`src/rtl/spram_stream_reader_pkg.sv`:
```
// Shared types and constants for spram_stream_reader and its prefetch buffer.
package spram_stream_reader_pkg;

  typedef enum logic [1:0] {
    IDLE  = 2'd0,
    RUN   = 2'd1,
    DRAIN = 2'd2
  } state_t;

  localparam int BUF_DEPTH  = 2;
  localparam int RD_LATENCY = 1;
  localparam int OCC_WIDTH  = $clog2(BUF_DEPTH + 1);

endpackage

```
`src/rtl/vr_skid_buf.sv`:
```
// Two-entry valid/ready prefetch buffer; entry 0 is the registered stream head.
// Optional per-entry last bit when SPRAM_STREAM_READER_LAST_EN is defined.
module vr_skid_buf
  import spram_stream_reader_pkg::*;
#(
  parameter int DATA_WIDTH = 8
) (
  input  logic                  clk,
  input  logic                  rst,
  input  logic                  push,
  input  logic [DATA_WIDTH-1:0] push_data,
`ifdef SPRAM_STREAM_READER_LAST_EN
  input  logic                  push_last,
  output logic                  head_last,
`endif
  input  logic                  pop,
  output logic [DATA_WIDTH-1:0] head_data,
  output logic                  head_valid,
  output logic [OCC_WIDTH-1:0]  occupancy
);

  logic [DATA_WIDTH-1:0] d0_q, d1_q;
  logic                  v0_q, v1_q;
  logic                  pop_ok;

  assign pop_ok     = pop & v0_q;
  assign head_data  = d0_q;
  assign head_valid = v0_q;
  assign occupancy  = OCC_WIDTH'(v0_q) + OCC_WIDTH'(v1_q);

  // Entry 1 is only ever occupied while entry 0 is, so the head is always d0.
  always_ff @(posedge clk) begin
    if (rst) begin
      d0_q <= '0;
      d1_q <= '0;
      v0_q <= 1'b0;
      v1_q <= 1'b0;
    end else begin
      unique case ({push, pop_ok})
        2'b11: begin
          if (v1_q) begin
            d0_q <= d1_q;
            d1_q <= push_data;
          end else begin
            d0_q <= push_data;
          end
        end
        2'b01: begin
          d0_q <= d1_q;
          v0_q <= v1_q;
          v1_q <= 1'b0;
        end
        2'b10: begin
          if (!v0_q) begin
            d0_q <= push_data;
            v0_q <= 1'b1;
          end else begin
            d1_q <= push_data;
            v1_q <= 1'b1;
          end
        end
        default: ;
      endcase
    end
  end

`ifdef SPRAM_STREAM_READER_LAST_EN
  logic l0_q, l1_q;

  assign head_last = l0_q;

  always_ff @(posedge clk) begin
    if (rst) begin
      l0_q <= 1'b0;
      l1_q <= 1'b0;
    end else begin
      unique case ({push, pop_ok})
        2'b11: begin
          if (v1_q) begin
            l0_q <= l1_q;
            l1_q <= push_last;
          end else begin
            l0_q <= push_last;
          end
        end
        2'b01: begin
          l0_q <= l1_q;
          l1_q <= 1'b0;
        end
        2'b10: begin
          if (!v0_q) l0_q <= push_last;
          else       l1_q <= push_last;
        end
        default: ;
      endcase
    end
  end
`endif

endmodule

```
`src/rtl/spram_stream_reader.sv`:
```
// Streams a (base, length) window out of a single-port SRAM as a bubble-free
// valid/ready stream. Define SPRAM_STREAM_READER_LAST_EN to add out_last.
//
// state | meaning
// IDLE  | waiting for a command, cmd_ready high
// RUN   | issuing reads while buffer credit allows
// DRAIN | all reads issued, waiting for the buffer to empty
module spram_stream_reader
  import spram_stream_reader_pkg::*;
#(
  parameter int DATA_WIDTH = 8,
  parameter int MEM_DEPTH  = 32,
  parameter int ADDR_WIDTH = $clog2(MEM_DEPTH),
  parameter int LEN_WIDTH  = ADDR_WIDTH + 1
) (
  input  logic                  clk,
  input  logic                  rst,
  input  logic [ADDR_WIDTH-1:0] cmd_addr,
  input  logic [LEN_WIDTH-1:0]  cmd_len,
  input  logic                  cmd_valid,
  output logic                  cmd_ready,
  output logic                  mem_rd_en,
  output logic [ADDR_WIDTH-1:0] mem_addr,
  input  logic [DATA_WIDTH-1:0] mem_rdata,
  output logic [DATA_WIDTH-1:0] out_data,
  output logic                  out_valid,
  input  logic                  out_ready,
`ifdef SPRAM_STREAM_READER_LAST_EN
  output logic                  out_last,
`endif
  output logic                  busy
);

  localparam int CW = OCC_WIDTH + 1;

  state_t                 state_q;
  logic [ADDR_WIDTH-1:0]  addr_q;
  logic [LEN_WIDTH-1:0]   remain_q;
  logic [RD_LATENCY-1:0]  rd_pipe_q;
  logic [OCC_WIDTH-1:0]   occupancy;
  logic                   inflight;
  logic                   pop;
  logic                   issue;
  logic                   last_issue;
  logic                   drained;
  logic [CW-1:0]          credit_used;
  logic [CW-1:0]          credit_avail;

  assign inflight     = rd_pipe_q[RD_LATENCY-1];
  assign pop          = out_valid & out_ready;
  // occupancy + inflight - pop < depth, kept non-negative by moving pop across
  assign credit_used  = CW'(occupancy) + CW'(inflight);
  assign credit_avail = CW'(BUF_DEPTH) + CW'(pop);
  assign issue        = (state_q == RUN) && (credit_used < credit_avail) && !rst;
  assign last_issue   = issue && (remain_q == LEN_WIDTH'(1));
  assign drained      = !inflight && (occupancy == OCC_WIDTH'(pop));

  assign mem_rd_en = issue;
  assign mem_addr  = addr_q;
  assign cmd_ready = (state_q == IDLE);
  assign busy      = (state_q != IDLE);

  always_ff @(posedge clk) begin
    if (rst) begin
      state_q   <= IDLE;
      addr_q    <= '0;
      remain_q  <= '0;
      rd_pipe_q <= '0;
    end else begin
      rd_pipe_q <= RD_LATENCY'({rd_pipe_q, issue});
      unique case (state_q)
        IDLE: begin
          if (cmd_valid) begin
            addr_q   <= cmd_addr;
            remain_q <= cmd_len;
            if (cmd_len != '0) state_q <= RUN;
          end
        end
        RUN: begin
          if (issue) begin
            addr_q   <= (addr_q == ADDR_WIDTH'(MEM_DEPTH - 1)) ? '0 : addr_q + 1'b1;
            remain_q <= remain_q - 1'b1;
            if (last_issue) state_q <= DRAIN;
          end
        end
        DRAIN: begin
          if (drained) state_q <= IDLE;
        end
        default: state_q <= IDLE;
      endcase
    end
  end

`ifdef SPRAM_STREAM_READER_LAST_EN
  logic last_inflight_q;

  always_ff @(posedge clk) begin
    if (rst) last_inflight_q <= 1'b0;
    else     last_inflight_q <= last_issue;
  end
`endif

  vr_skid_buf #(
    .DATA_WIDTH(DATA_WIDTH)
  ) u_buf (
    .clk       (clk),
    .rst       (rst),
    .push      (inflight),
    .push_data (mem_rdata),
`ifdef SPRAM_STREAM_READER_LAST_EN
    .push_last (last_inflight_q),
    .head_last (out_last),
`endif
    .pop       (pop),
    .head_data (out_data),
    .head_valid(out_valid),
    .occupancy (occupancy)
  );

endmodule
```
`config.mk`:
```
export PLATFORM = sky130hd
export DESIGN_NAME = spram_stream_reader
export DESIGN_NICKNAME = d
export VERILOG_FILES = /design/src/rtl/spram_stream_reader_pkg.sv /design/src/rtl/vr_skid_buf.sv /design/src/rtl/spram_stream_reader.sv
export SDC_FILE = /design/constraint.sdc
export NUM_CORES = 1
export LEC_CHECK = 0
export ABC_AREA = 1
export CAP_MARGIN = 25
export CORE_MARGIN = 5
export CORE_UTILIZATION = 42
export CTS_CLUSTER_SIZE = 8
export DETAILED_ROUTE_END_ITERATION = 16
export PLACE_DENSITY_LB_ADDON = 0.15
export SLEW_MARGIN = 5
export SYNTH_ARGS = -nofsm -noshare
export SYNTH_HDL_FRONTEND = slang
export SYNTH_HIERARCHICAL = 1
export SYNTH_SLANG_ARGS = --single-unit
```
`constraint.sdc`:
```
create_clock -name clk -period 2.5 [get_ports clk]
set_input_delay 0.5 -clock clk [delete_from_list [all_inputs] [get_ports clk]]
set_output_delay 0.5 -clock clk [all_outputs]
set_load 0.02 [all_outputs]
```
Yosys cells after proc, flatten, opt, wreduce, memory -nomap -nowiden
Index checks and enable logic that the tools add are counted.

storage, ports and cells
  register bits after elaboration = 32
  input port bits = 23
  output and inout bits = 17

operators by class
  $add $sub $neg = 5
  $lt $le $gt $ge = 1
  equality and inequality tests = 16
  muxes and demuxes = 22
  bitwise logic cells = 2
  reduce and logical (&&, ||, !) cells = 18

operator list
  operator                                              count
  two-way mux 8 bit                                     4
  case mux 8 bit (3 select lines)                       1
  case mux 8 bit (2 select lines)                       1
  two-way mux 5 bit                                     3
  two-way mux 6 bit                                     2
  case mux 6 bit (2 select lines)                       1
  two-way mux 2 bit                                     5
  != test 2 bit (second input constant)                 5
  case mux 5 bit (2 select lines)                       1
  nonzero test 2 bit                                    4
  equality test 2 bit (second input constant)           3
  equality test 6 x 1 -> 1 bit (second input constant)  1
  != test 2 x 1 -> 1 bit (second input constant)        3
  case mux 2 bit (3 select lines)                       1
  AND reduction 3 bit                                   2
  nonzero test 6 bit                                    1
  subtractor 6 x 1 -> 6 bit (second input constant)     1
  adder 5 x 1 -> 5 bit (second input constant)          1
  equality test 5 bit (second input constant)           1
  AND reduction 5 bit                                   1
  equality test 2 x 1 -> 1 bit (second input constant)  2
  logical AND 1 bit                                     4
  case mux 1 bit (2 select lines)                       2
  AND reduction 2 bit                                   2
  10 further kinds                                      12

Depth between registers and ports, before layout
Gate-level depths: netlist of run 1.

  word-level depth = 9
  gate-level depth with buffers = 13
  gate-level depth less buffers = 11

Modules after synthesis
The synthesis of run 1 kept the hierarchy.

by module, submodules not included
  module               times used  cells each  area an instance (um2)  seq. area each (um2)
  vr_skid_buf          1           213         1,280.0                 360.3
  spram_stream_reader  1           156         1,028.5                 280.3

Least setup slack after synthesis of run 1
OpenSTA, ideal clock, no wires.

  kind = flip-flop to output port
  start = register u_buf.v0_q (netlist: u_buf/head_valid)
  end = output mem_rd_en
  arrival time = 1.705 ns
  path slack = 0.295 ns
  cell stages (with the launch flop) = 7
  buffers on the path = 0
  cells stage by stage = dfxtp_1 ha_1 ha_1 ha_1 nor2_1 nand3_4 inv_1

on the way
  cells in the longest elaborated chain, start to end = 5
  elaborated cells between the ends (all ways) = 7
  classes of those cells = 3 x add/sub; 1 x order compare; 1 x bitwise; 2 x reduce/logical

ends and longest elaborated chain
  element                         line                       source
  from (decl)                     vr_skid_buf.sv:23          logic v0_q, v1_q;
  from (signal assigned)          vr_skid_buf.sv:50          v0_q <= v1_q;
  adder 1 x 1 -> 2 bit            vr_skid_buf.sv:29          assign occupancy = OCC_WIDTH'(v0_q) + OCC_WIDTH'(v1_q);
  via occupancy[0]                spram_stream_reader.sv:40  logic [OCC_WIDTH-1:0] occupancy;
  adder 2 x 1 -> 3 bit            spram_stream_reader.sv:52  assign credit_used = CW'(occupancy) + CW'(inflight);
  less-than comparator 3 bit      spram_stream_reader.sv:54  assign issue = (state_q == RUN) && (credit_used < credit_avail) && !rst;
  logical AND 1 bit (2 in a row)  spram_stream_reader.sv:54
  to (decl)                       spram_stream_reader.sv:22  output logic mem_rd_en,

The timed path passes the listed nets, and every way through them passes these cells.

Worst setup path in the final report of run 1
Ends and elaborated chain as after synthesis.

==> impl_results.md, run 1 <==
* Status: completed
* CP Capture Type: output pin
* Leakage Power at 1.48 nW
* Top FF cell, synth: dfxtp_1
* Share of layout cells above drive strength 1 at 13.1%
* DP Area at 2730 um^2
* Hold Crit Start: remain_q[5]
* Sequential share of the synthesized area at 27.8%
* F_max at 425 MHz
* Synth Instances at 369
* Total number of H-tree levels at 2
* DRC viols at 0
* Setup TNS at 0 ps
* Worst-path maximum fanout at 3
* Post-synthesis xor/xnor area fraction at 0.379%
* Buffers & Inverters on Critical Path at 2
* HPWL after DPL at 4030 um
* Starting Density at 42.4%
* Crit. Startpoint: u_buf/head_valid
* Seq cells post-synth at 32
* Final Hold Fails at 0
* Max cap viols at 0
* Final Setup Violations at 0
* Critical setup path kind: reg2out
* Die ar. at 7080 um^2
* Crit-path slowest cell: dfxtp_1
* Main combinational cell family by area after synthesis: simple AND/OR/NAND/NOR gates
* WL/cell at 11.4 um
* Unrepaired setup endpoints after global routing: false
* Worst R2R Start: u_buf/head_valid
* VDD IR-drop max at 0.000257 V
* Worst-path clk slew at 70 ps
* Tot GR Track Use at 16.5%
* Worst-margin pin slew at 473 ps
* I/O Buffers at 39
* Clock sink total at 32
* Post-synthesis adder-cell area fraction at 5.96%
* Count of cell types in the netlist at 27
* Mean post-synth cell area at 6.26 um^2
* Synth area leader: dfxtp_1
* Hold_buf cts at 0
* Pwr/cell area at 515 nW/um^2
* Slew Viols, Final at 0
* I/O pin count at 40
* Yosys Warn Count at 6
* NumNets Final at 444
* Core area at 5440 um^2
* Root buf cell: clkbuf_8
* Synth top cells by count: nand2_1, inv_1, nand3_1
* Post-route ant nets at 0
* Clk_skew at 5.10 ps
* Ranking of synthesized cells by area: dfxtp_1, nand2_1, inv_1
* Antenna Cells at 0
* Count leader, synth: nand2_1
* Post-synth top area share at 27.8%
* Relative slew slack at 68.5%
* Total grt overflow at 0
* Global-route wire length before repair at 9500 um
* Layout area overhead at 22.3%
* Biggest cell delay along the critical path at 320 ps
* Compound-Gate Fraction of Synth Area at 7.37%
* Die Ht at 84.1 um
* Worst EP required at 2000 ps
* Routability congestion estimate from global placement at 0.797
* Post-Route WL at 5530 um
* Vias at 2244
* Syn_nets at 403
* Min cycle time layout at 2350 ps
* Asr flop ratio synth at 0%
* Clock buffer depth at 2
* CP startpoint kind: flop
* Simple-Gate Fraction of Synth Area at 42.4%
* DR iter-0 viols at 115
* CTS tree: built
* Hold Path Class: reg2reg
* Mux contribution to synthesized area at 0%
* DRT Pass-1 Iters at 4
* Largest net degree at the start of global routing at 28
* Vias in the first global route at 2101
* CP cell instances: ha_1 -> ha_1 -> ha_1 -> nand2_1 -> nand3_4 -> inv_1 -> buf_2
* Vias/cell at 4.65
* Mapped Area at 2310 um^2
* Top delay family on crit path: adder cells
* Period Utilization, post-route at 94.2%
* # rows at 27
* Antenna violations before repair at 0
* Post-synth EDFFs at 0
* Hold slack at 479 ps
* Cell mode on critical path: ha_1
* Clock Latency Late Sink at 290 ps
* Worst EP arrival at 1850 ps
* Post-Layout Inst Area at 2820 um^2
* Total CTS buffers at 5
* Die width at 84.1 um
## worst reg2reg max path, cell delays in order, from the launching register on
cell and delay (ps):
dfxtp_1 320, ha_1 320, ha_1 210, ha_1 270, nand2_1 130, nand3_4 80
buf_4 160, nand2_4 180, inv_2 140, nor2_1 140, nor2_2 50
## layout by cell type, fill, tap and decap left out
| cell type | count |
|---|---|
| buf_2 | 1 |
| nand2_4 | 4 |
| nor2_1 | 35 |
| xor2_1 | 1 |
| inv_6 | 1 |
| a21oi_2 | 2 |
| inv_2 | 5 |
| a21boi_0 | 1 |
| o21ai_0 | 6 |
| nand3_4 | 1 |
| nor3_1 | 1 |
| nor2_2 | 10 |
| nand4_1 | 2 |
| dfxtp_1 | 32 |
| nand3_2 | 3 |
| clkinv_2 | 2 |
| inv_1 | 60 |
| ha_1 | 11 |
| nand2_1 | 116 |
| o21ai_2 | 6 |
| buf_4 | 8 |
| a21oi_1 | 11 |
| o31ai_1 | 1 |
| clkdlybuf4s50_1 | 38 |
| clkbuf_8 | 6 |
| nor2_4 | 1 |
| nand3_1 | 42 |
| nand2_2 | 4 |
## layout make-up
cell class / instances / area, um^2
Clock buffer: 6 / 82.6
Clock inverter: 2 / 10.0
Fill cell: 597 / 2620
Inverter: 66 / 253
Multi-Input combinational cell: 258 / 1300
Sequential cell: 32 / 641
Tap cell: 72 / 90.1
Timing Repair Buffer: 47 / 445
## sequential cells by signal (all words and copies together) (netlist names)
register and cells:
u_buf/head_valid 1, state_q 2, mem_addr 5, u_buf/head_data 8
u_buf/d1_q 8, inflight 1, remain_q 6, u_buf/v1_q 1
## cell families (layout without fill, tap and decap cells)
logic type	Yosys count	in the layout
AO/OA/AOI/OAI	27	27
XOR/XNOR	1	1
adder cells (fa/ha/maj)	11	11
buffers and inverters	79	121
flip-flops	32	32
AND/OR/NAND/NOR	219	219
## report_power, final
| part | total (mW) | leakage [nW] | switching, mW | internal (mW) |
|---|---|---|---|---|
| Clock | 0.425 | 0.0510 | 0.205 | 0.220 |
| Combinational | 0.434 | 1.17 | 0.250 | 0.184 |
| Sequential | 0.594 | 0.263 | 0.0390 | 0.555 |
| Total | 1.45 | 1.48 | 0.494 | 0.959 |
## through the flow
stage,setup slack (ps),instances,power [mW],utilization (%)
2_1_floorplan,295,369,0.906,-
3_5_place_dp,-54.8,475,1.04,50.2
3_3_place_gp,-23.6,475,1.04,50.2
5_1_grt,24.2,483,1.55,51.9
6_report,146,483,1.45,51.9
4_1_cts,12.0,483,1.47,51.9
## final timing paths
kind                                     to  slack, ps  depth (start not counted)
worst max-delay path              mem_rd_en        150                          7
worst min-delay path            remain_q[5]        480                          2
worst max register to register  remain_q[2]        390                         10
worst min register to register  remain_q[5]        480                          2
## what timing repair did
action                                  in CTS  in global routing
hold endpoints to repair                     0                  0
setup buffers                                0                  0
endpoints found under the setup margin       1                  1
gates resized for setup                      4                  2
## metal layers
layer	vias up	track usage, %	part of all wire (%)
li1	1199	-	-
met1	1000	20.6	45
met2	39	28.1	49
met3	6	4.02	4.7
met4	0	4.82	1.3
met5	-	0	0
Power figures use the tool's default switching activity.
==> run 2, diff against run 1 <==
--- a/config.mk
+++ b/config.mk
@@ -6,7 +6,7 @@
 export NUM_CORES = 1
 export LEC_CHECK = 0
 export ABC_AREA = 1
-export CAP_MARGIN = 25
+export CORE_ASPECT_RATIO = 0.75
 export CORE_MARGIN = 5
 export CORE_UTILIZATION = 42
 export CTS_CLUSTER_SIZE = 8
==> run 2 against run 1 <==
Compared with the run above: global-route usage rose by 0.51 points; sequential share of layout area decreased by 0.050 points; non-clock buffer count shrank 1; worst setup slack lost 10 ps; maximum frequency shrank 0.43%; power rose by 5.3%; design area up 0.22%; register-to-register slack worse by 20 ps; sequential power about the same; critical path depth stayed put; final cell count grew 0.41%; largest power group unchanged.
==> impl_results.md, run 2 (synthesis results as in run 1) <==
* Status: completed
* Worst flop-to-flop path endpoint: remain_q[2]
* Starting Density at 43.4% (+0.92 points)
* Worst-margin pin slew at 502 ps (+29.4 ps)
* Die Ht at 74.2 um (-12%)
* R2R cell count at 10 (unchanged)
* DP Area at 2730 um^2 (-0.14%)
* Final Util at 53.2% (+1.2 points)
* Critical setup path kind: reg2out
* F_max at 423 MHz (-0.43%)
* NumNets Final at 443 (-0.23%)
* Cell mode on critical path: ha_1
* Die width at 95.6 um (+14%)
* Area occupied by registers at 641 um^2 (unchanged)
* Flop2flop setup slack at 370 ps (-20 ps)
* Top delay family on crit path: adder cells
* Largest net degree at the start of global routing at 28 (unchanged)
* Global-route wire length before repair at 9520 um (+0.15%)
* Multi-input logic area at 1300 um^2 (-0.38%)
* Total grt overflow at 0 (unchanged)
* CTS tree: built
* Commonest cells after routing, fill and taps aside: nand2_1, inv_1, nand3_1
* Worst EP required at 2000 ps (about the same)
* Placed Instances at 477 (+0.42%)
* Antenna violations before repair at 0 (unchanged)
* I/O Buffers at 39 (unchanged)
* CP cell instances: ha_1 -> ha_1 -> ha_1 -> nand2_1 -> nand3_4 -> inv_1 -> buf_2
* I/O pin count at 40 (unchanged)
* Worst-path clk slew at 70 ps (about the same)
* Relative slew slack at 66.5% (-2.0 points)
* Hold path endpoint: remain_q[5]
* HPWL after DPL at 4030 um (-0.16%)
* Period Utilization, post-route at 94.6% (+0.41 points)
* Pwr/cell area at 541 nW/um^2 (+5.1%)
* Clock buffer depth at 2 (unchanged)
* Non-filler cells, final at 485 (+0.41%)
* Hold Path Class: reg2reg
* Total CTS buffers at 5 (unchanged)
* Antenna Cells at 0 (unchanged)
* Hold Crit Start: remain_q[5]
* Biggest cell delay along the critical path at 330 ps (about the same)
* Final Setup Violations at 0 (unchanged)
* Leakage Power at 1.48 nW (-0.16%)
* Clk_skew at 7.37 ps (+2.27 ps)
* Post-route ant nets at 0 (unchanged)
* Die ar. at 7090 um^2 (+0.22%)
* Clock sink total at 32 (unchanged)
* Crit-path slowest cell: ha_1
* # rows at 23 (-15%)
* Clock Latency Late Sink at 290 ps (about the same)
* Routability congestion estimate from global placement at 0.846 (+6.2%)
* Total number of H-tree levels at 2 (unchanged)
* Min cycle time layout at 2360 ps (+10.2 ps)
* Core area at 5320 um^2 (-2.1%)
* Vias/cell at 4.61 (-0.77%)
* VDD IR-drop max at 0.000328 V (+27%)
* Worst EP arrival at 1860 ps (about the same)
* Worst hold path depth at 2 (unchanged)
* CP startpoint kind: flop
* Tot GR Track Use at 17.0% (+0.51 points)
* Commonest non-fill, non-tap cell in the layout: nand2_1
* DR iter-0 viols at 89 (-23%)
* Final Hold Fails at 0 (unchanged)
* Setup TNS at 0 ps (unchanged)
* Buffers & Inverters on Critical Path at 2 (unchanged)
* Slew Viols, Final at 0 (unchanged)
* Root buf cell: clkbuf_8
* Max cap viols at 0 (unchanged)
* Post-Route WL at 5600 um (+1.3%)
* Hold_buf cts at 0 (unchanged)
* Layout area overhead at 22.6%
* Post-Layout Inst Area at 2830 um^2 (+0.22%)
* DRC viols at 0 (unchanged)
* Unrepaired setup endpoints after global routing: false
* Filler instances at 554 (-7.2%)
* Hold slack at 496 ps (+17.0 ps)
* Share of layout cells above drive strength 1 at 12.7% (-0.46 points)
* WL/cell at 11.5 um (+0.87%)
* Worst R2R Start: u_buf/head_valid
* Vias at 2236 (-0.36%)
* CP Capture Type: output pin
* Worst-path maximum fanout at 3 (unchanged)
* Vias in the first global route at 2084 (-0.81%)
* DRT Pass-1 Iters at 4 (unchanged)
-- run 2: changes by cell type in the layout (fill, tap and decap cells not counted) --
cell / change
buf_4: -1
bufinv_16: +1
clkbuf_1: +1
clkbuf_8: -1
clkinv_2: -1
nor2_2: +1
nor2_4: -1
-- run 2: worst min-delay path: stages (launching register included) --
cell and delay (ps):
dfxtp_1 360, a21oi_2 50, nor2_2 60
-- run 2: final cells by class --
cell class,instances,share of cell area (%)
repair buffers,46,15.5
clock inverters,2,1.24
well taps,75,3.32
flip-flops and latches,32,22.6
multi-input cells,258,45.8
inverters,66,8.93
clock buffers,6,2.56
-- run 2: how the worst max path moves through the flow --
stage                      to        startpoint  cells past startpoint
floorplan           mem_rd_en  u_buf/head_valid                      6
global placement    mem_rd_en  u_buf/head_valid                      7
detailed placement  mem_rd_en  u_buf/head_valid                      7
CTS                 mem_rd_en  u_buf/head_valid                      7
global route        mem_rd_en  u_buf/head_valid                      7
finish              mem_rd_en  u_buf/head_valid                      7
-- run 2: power by group --
part           total [mW]  internal (mW)  switching, mW  leakage, nW
registers           0.593          0.555         0.0380        0.263
clock network       0.501          0.296          0.205       0.0552
logic               0.436          0.183          0.253         1.16
-- run 2: repair_timing --
action                                  in CTS  in global routing
resized for setup                            4                  1
endpoints found under the setup margin       1                  1
buffers inserted                             0                  0
-- run 2: layer usage --
layer | vias to the layer above | GRT usage (%) | part of all wire (%)
li1 | 1206 | - | -
met1 | 978 | 23.5 | 50
met2 | 50 | 27.0 | 44
met3 | 2 | 4.04 | 5.4
met4 | 0 | 4.10 | 0.27
met5 | - | 0 | 0
-- run 2: through the flow --
stage,setup slack [ps],total power [mW]
final,135,1.53
after global routing,43.3,1.63
after CTS,12.6,1.55
after detailed placement,-20.9,1.04
after global placement,14.9,1.04
after floorplan,295,0.906
==> run 3, diff against run 2 <==
--- a/config.mk
+++ b/config.mk
@@ -11,6 +11,7 @@
 export CORE_UTILIZATION = 42
 export CTS_CLUSTER_SIZE = 8
 export DETAILED_ROUTE_END_ITERATION = 16
+export HOLD_SLACK_MARGIN = 0.02
 export PLACE_DENSITY_LB_ADDON = 0.15
 export SLEW_MARGIN = 5
 export SYNTH_ARGS = -nofsm -noshare
==> results of run 3 <==
The final DEF is identical to that of run 2; final timing and power are the same.
